<file path="config.mk">
export PLATFORM = sky130hd
export DESIGN_NAME = d5m_camera_frame_gen_flat
export DESIGN_NICKNAME = d
export VERILOG_FILES = /design/src/rtl/d5m_camera_frame_gen_if.sv /design/src/rtl/d5m_camera_frame_gen.sv /design/src/flat_wrapper.sv
export SDC_FILE = /design/constraint.sdc
export NUM_CORES = 1
export LEC_CHECK = 0
export CORE_ASPECT_RATIO = 1.75
export CORE_MARGIN = 2
export CORE_UTILIZATION = 62
export CTS_BUF_LIST = sky130_fd_sc_hd__clkbuf_16
export CTS_CLUSTER_DIAMETER = 60
export DETAILED_ROUTE_END_ITERATION = 12
export DONT_BUFFER_PORTS = 1
export GPL_TIMING_DRIVEN = 0
export PLACE_DENSITY = 0.9
export SYNTH_ARGS = -nofsm -noshare
export SYNTH_HDL_FRONTEND = slang
export SYNTH_SLANG_ARGS = --single-unit
</file>
<file path="constraint.sdc">
create_clock -name pixclk -period 4.45 [get_ports pixclk]
set_clock_uncertainty 0.1 [all_clocks]
set_input_delay 0.89 -clock pixclk [delete_from_list [all_inputs] [get_ports pixclk]]
set_output_delay 0.89 -clock pixclk [all_outputs]
set_load 0.02 [all_outputs]
</file>
<file path="src/rtl/d5m_camera_frame_gen_if.sv">
// rtl/d5m_camera_frame_gen_if.sv - D5M camera stream and status bundle between the emulator and its consumer
`timescale 1ns/1ps

interface d5m_camera_frame_gen_if #(
  parameter int DATA_WIDTH = 12,
  parameter int FCNT_WIDTH = 16
);
  logic                  enable;
  logic                  ifval;
  logic                  ilval;
  logic [DATA_WIDTH-1:0] idata;
  logic                  busy;
  logic                  frame_done;
  logic [FCNT_WIDTH-1:0] frame_count;

  modport master (
    input  enable,
    output ifval, ilval, idata, busy, frame_done, frame_count
  );

  modport slave (
    output enable,
    input  ifval, ilval, idata, busy, frame_done, frame_count
  );
endinterface

</file>
<file path="src/rtl/d5m_camera_frame_gen.sv">
// rtl/d5m_camera_frame_gen.sv - D5M sensor emulator driving ifval/ilval/idata frames; D5M_CAMERA_LFSR_DATA_EN selects LFSR payload
`timescale 1ns/1ps

module d5m_camera_frame_gen #(
  parameter int DATA_WIDTH = 12,
  parameter int IMG_WIDTH  = 64,
  parameter int IMG_HEIGHT = 8,
  parameter int FVLV_DLY   = 2,
  parameter int HBLANK     = 4,
  parameter int VBLANK     = 6,
  parameter int FCNT_WIDTH = 16
) (
  input  logic                    pixclk,
  input  logic                    reset,
  d5m_camera_frame_gen_if.master  cam
);

  localparam int XW   = (IMG_WIDTH  > 1) ? $clog2(IMG_WIDTH)  : 1;
  localparam int YW   = (IMG_HEIGHT > 1) ? $clog2(IMG_HEIGHT) : 1;
  localparam int PMAX = (FVLV_DLY > HBLANK) ? ((FVLV_DLY > VBLANK) ? FVLV_DLY : VBLANK)
                                            : ((HBLANK > VBLANK) ? HBLANK : VBLANK);
  localparam int PW   = (PMAX > 1) ? $clog2(PMAX) : 1;

  if ((DATA_WIDTH < 1) || (IMG_WIDTH < 1) || (IMG_HEIGHT < 1) || (FVLV_DLY < 1) ||
      (HBLANK < 1) || (VBLANK < 1) || (FCNT_WIDTH < 1)) begin : g_param_check
    $fatal(1, "d5m_camera_frame_gen: every size/timing parameter must be >= 1");
  end

  typedef enum logic [2:0] {S_IDLE, S_FSTART, S_LINE, S_HB, S_VB} state_e;

  state_e                state_q, state_d;
  logic [XW-1:0]         x_q, x_d;
  logic [YW-1:0]         y_q, y_d;
  logic [PW-1:0]         cnt_q, cnt_d;
  logic                  ifval_q, ifval_d;
  logic                  ilval_q, ilval_d;
  logic [DATA_WIDTH-1:0] idata_q, idata_d;
  logic                  busy_q, busy_d;
  logic                  frame_done_q, frame_done_d;
  logic [FCNT_WIDTH-1:0] frame_count_q, frame_count_d;
`ifdef D5M_CAMERA_LFSR_DATA_EN
  logic [11:0]           lfsr_q, lfsr_d;
`endif

  // Next state and next outputs; outputs are derived from the next state so they register alongside it
  always_comb begin
    state_d       = state_q;
    x_d           = x_q;
    y_d           = y_q;
    cnt_d         = cnt_q;
    frame_count_d = frame_count_q;
    frame_done_d  = 1'b0;
    case (state_q)
      S_IDLE: begin
        if (cam.enable) begin
          state_d = S_FSTART;
          cnt_d   = '0;
        end
      end
      S_FSTART: begin
        if (cnt_q == PW'(FVLV_DLY - 1)) begin
          state_d = S_LINE;
          x_d     = '0;
          y_d     = '0;
          cnt_d   = '0;
        end else begin
          cnt_d = cnt_q + 1'b1;
        end
      end
      S_LINE: begin
        if (x_q == XW'(IMG_WIDTH - 1)) begin
          x_d   = '0;
          cnt_d = '0;
          if (y_q == YW'(IMG_HEIGHT - 1)) begin
            state_d       = S_VB;
            frame_done_d  = 1'b1;
            frame_count_d = frame_count_q + 1'b1;
          end else begin
            state_d = S_HB;
          end
        end else begin
          x_d = x_q + 1'b1;
        end
      end
      S_HB: begin
        if (cnt_q == PW'(HBLANK - 1)) begin
          state_d = S_LINE;
          x_d     = '0;
          y_d     = y_q + 1'b1;
          cnt_d   = '0;
        end else begin
          cnt_d = cnt_q + 1'b1;
        end
      end
      S_VB: begin
        if (cnt_q == PW'(VBLANK - 1)) begin
          cnt_d   = '0;
          state_d = cam.enable ? S_FSTART : S_IDLE;
        end else begin
          cnt_d = cnt_q + 1'b1;
        end
      end
      default: state_d = S_IDLE;
    endcase

    ifval_d = (state_d == S_FSTART) || (state_d == S_LINE) || (state_d == S_HB);
    ilval_d = (state_d == S_LINE);
    busy_d  = (state_d != S_IDLE);
    idata_d = '0;
`ifdef D5M_CAMERA_LFSR_DATA_EN
    lfsr_d = lfsr_q;
    if (ilval_d) begin
      idata_d = DATA_WIDTH'(lfsr_q);
      lfsr_d  = {lfsr_q[10:0], lfsr_q[11] ^ lfsr_q[10] ^ lfsr_q[9] ^ lfsr_q[3]};
    end
`else
    if (ilval_d) begin
      idata_d = DATA_WIDTH'(x_d) + DATA_WIDTH'(y_d) + DATA_WIDTH'(frame_count_q);
    end
`endif
  end

  // State and position counters
  always_ff @(posedge pixclk) begin
    if (reset) begin
      state_q <= S_IDLE;
      x_q     <= '0;
      y_q     <= '0;
      cnt_q   <= '0;
    end else begin
      state_q <= state_d;
      x_q     <= x_d;
      y_q     <= y_d;
      cnt_q   <= cnt_d;
    end
  end

  // Registered stream and status outputs
  always_ff @(posedge pixclk) begin
    if (reset) begin
      ifval_q       <= 1'b0;
      ilval_q       <= 1'b0;
      idata_q       <= '0;
      busy_q        <= 1'b0;
      frame_done_q  <= 1'b0;
      frame_count_q <= '0;
    end else begin
      ifval_q       <= ifval_d;
      ilval_q       <= ilval_d;
      idata_q       <= idata_d;
      busy_q        <= busy_d;
      frame_done_q  <= frame_done_d;
      frame_count_q <= frame_count_d;
    end
  end

`ifdef D5M_CAMERA_LFSR_DATA_EN
  // Payload LFSR runs across frames; only reset reseeds it
  always_ff @(posedge pixclk) begin
    if (reset) begin
      lfsr_q <= 12'hACE;
    end else begin
      lfsr_q <= lfsr_d;
    end
  end
`endif

  assign cam.ifval       = ifval_q;
  assign cam.ilval       = ilval_q;
  assign cam.idata       = idata_q;
  assign cam.busy        = busy_q;
  assign cam.frame_done  = frame_done_q;
  assign cam.frame_count = frame_count_q;

endmodule

</file>
<file path="src/flat_wrapper.sv">
// flat-port wrapper written by rule: the top's interface ports become plain ports
module d5m_camera_frame_gen_flat 
#(
  parameter int DATA_WIDTH = 12,
  parameter int IMG_WIDTH  = 64,
  parameter int IMG_HEIGHT = 8,
  parameter int FVLV_DLY   = 2,
  parameter int HBLANK     = 4,
  parameter int VBLANK     = 6,
  parameter int FCNT_WIDTH = 16
)
  (pixclk, reset, cam_enable, cam_ifval, cam_ilval, cam_idata, cam_busy, cam_frame_done, cam_frame_count);
  d5m_camera_frame_gen_if #(.DATA_WIDTH(DATA_WIDTH), .FCNT_WIDTH(FCNT_WIDTH)) cam_i ();
  input  logic pixclk;
  input  logic reset;
  input wire logic [$bits(cam_i.enable)-1:0] cam_enable;
  output wire logic [$bits(cam_i.ifval)-1:0] cam_ifval;
  output wire logic [$bits(cam_i.ilval)-1:0] cam_ilval;
  output wire logic [$bits(cam_i.idata)-1:0] cam_idata;
  output wire logic [$bits(cam_i.busy)-1:0] cam_busy;
  output wire logic [$bits(cam_i.frame_done)-1:0] cam_frame_done;
  output wire logic [$bits(cam_i.frame_count)-1:0] cam_frame_count;
  assign cam_i.enable = cam_enable;
  assign cam_ifval = cam_i.ifval;
  assign cam_ilval = cam_i.ilval;
  assign cam_idata = cam_i.idata;
  assign cam_busy = cam_i.busy;
  assign cam_frame_done = cam_i.frame_done;
  assign cam_frame_count = cam_i.frame_count;
  d5m_camera_frame_gen #(.DATA_WIDTH(DATA_WIDTH), .IMG_WIDTH(IMG_WIDTH), .IMG_HEIGHT(IMG_HEIGHT), .FVLV_DLY(FVLV_DLY), .HBLANK(HBLANK), .VBLANK(VBLANK), .FCNT_WIDTH(FCNT_WIDTH)) u_core (.pixclk(pixclk), .reset(reset), .cam(cam_i));
endmodule
</file>
==> metrics.md <==
| Metric | Value |
|---|---|
| Reg-to-Reg End | `u_core.cam.idata[9]` |
| Tcrit/Tclk final | `93.5%` |
| RSZ-0062 raised after global routing | `false` |
| Worst vdd ir | `~0.00034 V` |
| Area of the die | `between 4000 and 5000 sq um` |
| Number of synthesized flops with an enable pin | `0` |
| CTS tree | `done` |
| IO Count | `35` |
| Fin nets | `~330` |
| Net Count, Synth | `between 300 and 400` |
| Hold path startpoint | `u_core.y_q[0]` |
| DPL Wire Length | `4340 microns` |
| Most frequent cell after synthesis | `dfxtp_1` |
| Startpoint Class | `flip-flop` |
| CP peak stage delay | `~0.43 ns` |
| Clk_lat worst skew | `approximately 0.29 ns` |
| Psw | `approximately 200 uW` |
| Sequential share of the synthesized area | `35.8%` |
| Hold EP | `u_core.y_q[0]` |
| Die span in x | `roughly 53 microns` |
| Share of the synthesized area in the top cell type | `35.8%` |
| Initial DRC Count | `85` |
| Leakage | `around 0.0012 uW` |
| Number of port buffers | `0` |
| Ys flop type | `dfxtp_1` |
| Final TNS setup | `0 ns` |
| Vias | `around 2200` |
| Pint | `around 700 uW` |
| TritonRoute pass-1 iters | `5` |
| CP startpoint | `u_core.cnt_q[0]` |
| Routed wire length | `just over 6000 microns` |
| Synthesis-stage register bit count | `47` |
| Most frequent CP cell | `ha_1` |
| R2R Path Start | `u_core.cnt_q[0]` |
| Cell Rows | `31` |
| Die H | `approximately 90 microns` |
| Syn Inst Count | `300` |
| GPL Wtd Cong | `~0.9` |
| Run status | `finished, final reports clean` |
| Largest net degree at the start of global routing | `17` |
| H-tree depth | `2` |
| Relative slew slack | `50.5%` |
| Sequential share of power | `between 40% and 50%` |
| Post-layout util | `69.6%` |
| Total core area | `about 4000 sq um` |
| Fillers | `313` |
| Share of layout cells above drive strength 1 | `about 9%` |
| Netlist Area Pre-Place | `2630 sq um` |
| Worst Hold Depth | `2` |
| Total GRT Usage | `28.4%` |
| YS warnings | `0` |
| Crit path DAT | `4.24 ns` |
| Endpoint class of the critical path | `flip-flop` |
| Gate power share | `5.5%` |
| Critical path's slowest cell | `mux2i_1` |
| Initial Util | `63.8%` |
| Worst slew pin tran | `around 0.74 ns` |
| Antenna cells | `0` |
| First-pass GRT wire length | `10300 microns` |
| Mean Syn Cell Area | `8.75 sq um` |
| Worst Hold Class | `flip-flop to flip-flop` |
| Num CTS Buffers | `5` |
| Area leader, netlist | `dfxtp_1` |
| MaxCap Viol Count | `0` |
| CTS Buffer Depth | `2` |
| Vias/cell | `between 6 and 7` |
| Post-route ant nets | `0` |
| Clock power frac | `between 40% and 50%` |
| FMAX | `approximately 0.24 GHz` |
| Crit path time final | `between 4 and 5 ns` |
| Top delay family on crit path | `simple AND/OR/NAND/NOR gates` |
| Setup bufs post-CTS | `0` |
| PwrDens | `about 320 nW/um^2` |
| R2R setup slack | `0.29 ns` |
| Syn-to-layout area delta | `9.06%` |
| Initial antenna violation count | `0` |
| Total grt overflow | `0` |
| Root buffer cell | `clkbuf_16` |
| Crit-path max FO | `9` |
| Async SR Flop Fraction | `0%` |
| Vias in the first global route | `~2300` |
| Drt wl/cell | `about 17 microns` |
| Residual DRC | `0` |
| Final setup viols | `0` |
| Post-synth top cells | `47 x dfxtp_1, 38 x nor2_1, 20 x xor2_1` |
| Buf+Inv Stages, Crit Path | `0` |
| Switch share | `between 20% and 30%` |
| R2r worst-path depth | `17` |
| Critical path class | `flip-flop to flip-flop` |
| Crit path cell chain | `ha_1 > ha_2 > nand2b_1 > mux2i_1 > or2_2 > a22o_1 > ha_1 > a21o_1 > a21o_1 > nand3_1 > xor2_1 > ha_1 > nor3_1 > nor2_1 > o2111ai_1 > xor2_1 > nor2_1` |
| Fin. Hold Viols | `0` |
| Top cells by area, synth | `dfxtp_1 36%, ha_1 8.6%, xor2_1 6.7%` |
| Slew Viols, Final | `0` |
| Distinct cells, synth | `55` |
| Clk sinks | `47` |
| Worst-path clk slew | `about 0.060 ns` |
| Worst path required time | `~4.5 ns` |
cells by family (layout without fill, tap and decap cells):
logic type | after synthesis | after routing | share of synthesized area (%)
XOR/XNOR | 24 | 24 | 8.01
AND/OR/NAND/NOR | 125 | 125 | 25.5
buffers and inverters | 26 | 33 | 4.48
flip-flops | 47 | 47 | 35.8
multiplexers | 5 | 5 | 2.00
AO/OA/AOI/OAI | 53 | 53 | 14.1
adder cells (fa/ha/maj) | 20 | 20 | 10.1
worst max path at each step:
stage	end	slack, ns	cells past startpoint
finish	u_core.cam.idata[9]	0.29	17
global route	u_core.cam.idata[9]	0.05	17
CTS	u_core.cam.idata[11]	0.04	18
detailed placement	u_core.cam.idata[10]	0.17	15
global placement	u_core.cam.idata[10]	0.27	15
floorplan	u_core.cam.idata[10]	0.64	15
metal layers:
metal / global-route usage (%) / wire length [microns]
met1: 30.7 / 2250
met2: 48.0 / 3220
met5: 0 / 0
met3: 6.48 / 341
met4: 16.5 / 286
placed cells by master (no fill, tap or decap), drive strengths merged, types with 2 or more instances in the layout:
master,n
o21ai,10
nor4b,2
inv,12
dfxtp,47
a21o,7
xnor2,4
or2,4
xor2,20
ha,18
nor4,2
nand2,18
nor3b,2
clkbuf,12
or3,3
nand3,11
a21oi,8
nand2b,4
buf,7
nor3,10
o211ai,3
and3,9
nor2b,9
nor2,39
a41oi,2
fa,2
a211oi,2
a31oi,3
a22o,3
mux2,2
a22oi,2
nand4,7
o22ai,4
mux2i,3
state kept, by name, indices dropped and copies added, names as in the netlist, 3 cells and up:
| name | cells |
|---|---|
| u_core.cnt_q | 3 |
| u_core.y_q | 3 |
| u_core.cam.idata | 12 |
| u_core.state_q | 3 |
| u_core.cam.frame_count | 16 |
| u_core.x_q | 6 |
worst min-delay path, stage by stage (launching register included):
cell and delay (ns):
dfxtp_1 0.32, nand2_1 0.07, a21oi_1 0.06
per-stage QoR:
| step | power, uW | area (sq um) | setup WS (ns) | cells | hold slack, ns |
|---|---|---|---|---|---|
| global route | 935 | 2860 | 0.0542 | 356 | 0.461 |
| global placement | 489 | 2690 | 0.268 | 349 | 0.393 |
| CTS | 909 | 2860 | 0.0406 | 357 | 0.404 |
| detailed placement | 490 | 2690 | 0.169 | 349 | 0.395 |
| finish | 907 | 2860 | 0.289 | 356 | 0.405 |
| floorplan | 479 | 2630 | 0.638 | 300 | 0.376 |
cell type report:
| cell class | instances | area, sq um | area share [%] |
|---|---|---|---|
| Sequential cell | 47 | 941 | 32.9 |
| Buffer | 14 | 72.6 | 2.53 |
| Inverter | 11 | 41.3 | 1.44 |
| Clock buffer | 5 | 125 | 4.37 |
| Tap cell | 49 | 61.3 | 2.14 |
| Clock inverter | 3 | 46.3 | 1.62 |
| Multi-Input combinational cell | 227 | 1580 | 55.0 |
what timing repair did:
action | in CTS | in global routing
setup endpoints to repair | 0 | 7
gates resized for setup | 0 | 3
hold buffers | 0 | 0
power groups by stage:
stage	clock network, uW	logic, uW	registers (uW)
after global placement	0	46.5	442
final	425	49.6	433
after floorplan	0	37.5	442
after CTS	427	48.7	433
after global routing	448	53.9	433
after detailed placement	0	47.4	442
(Power assumes the default switching activity.)
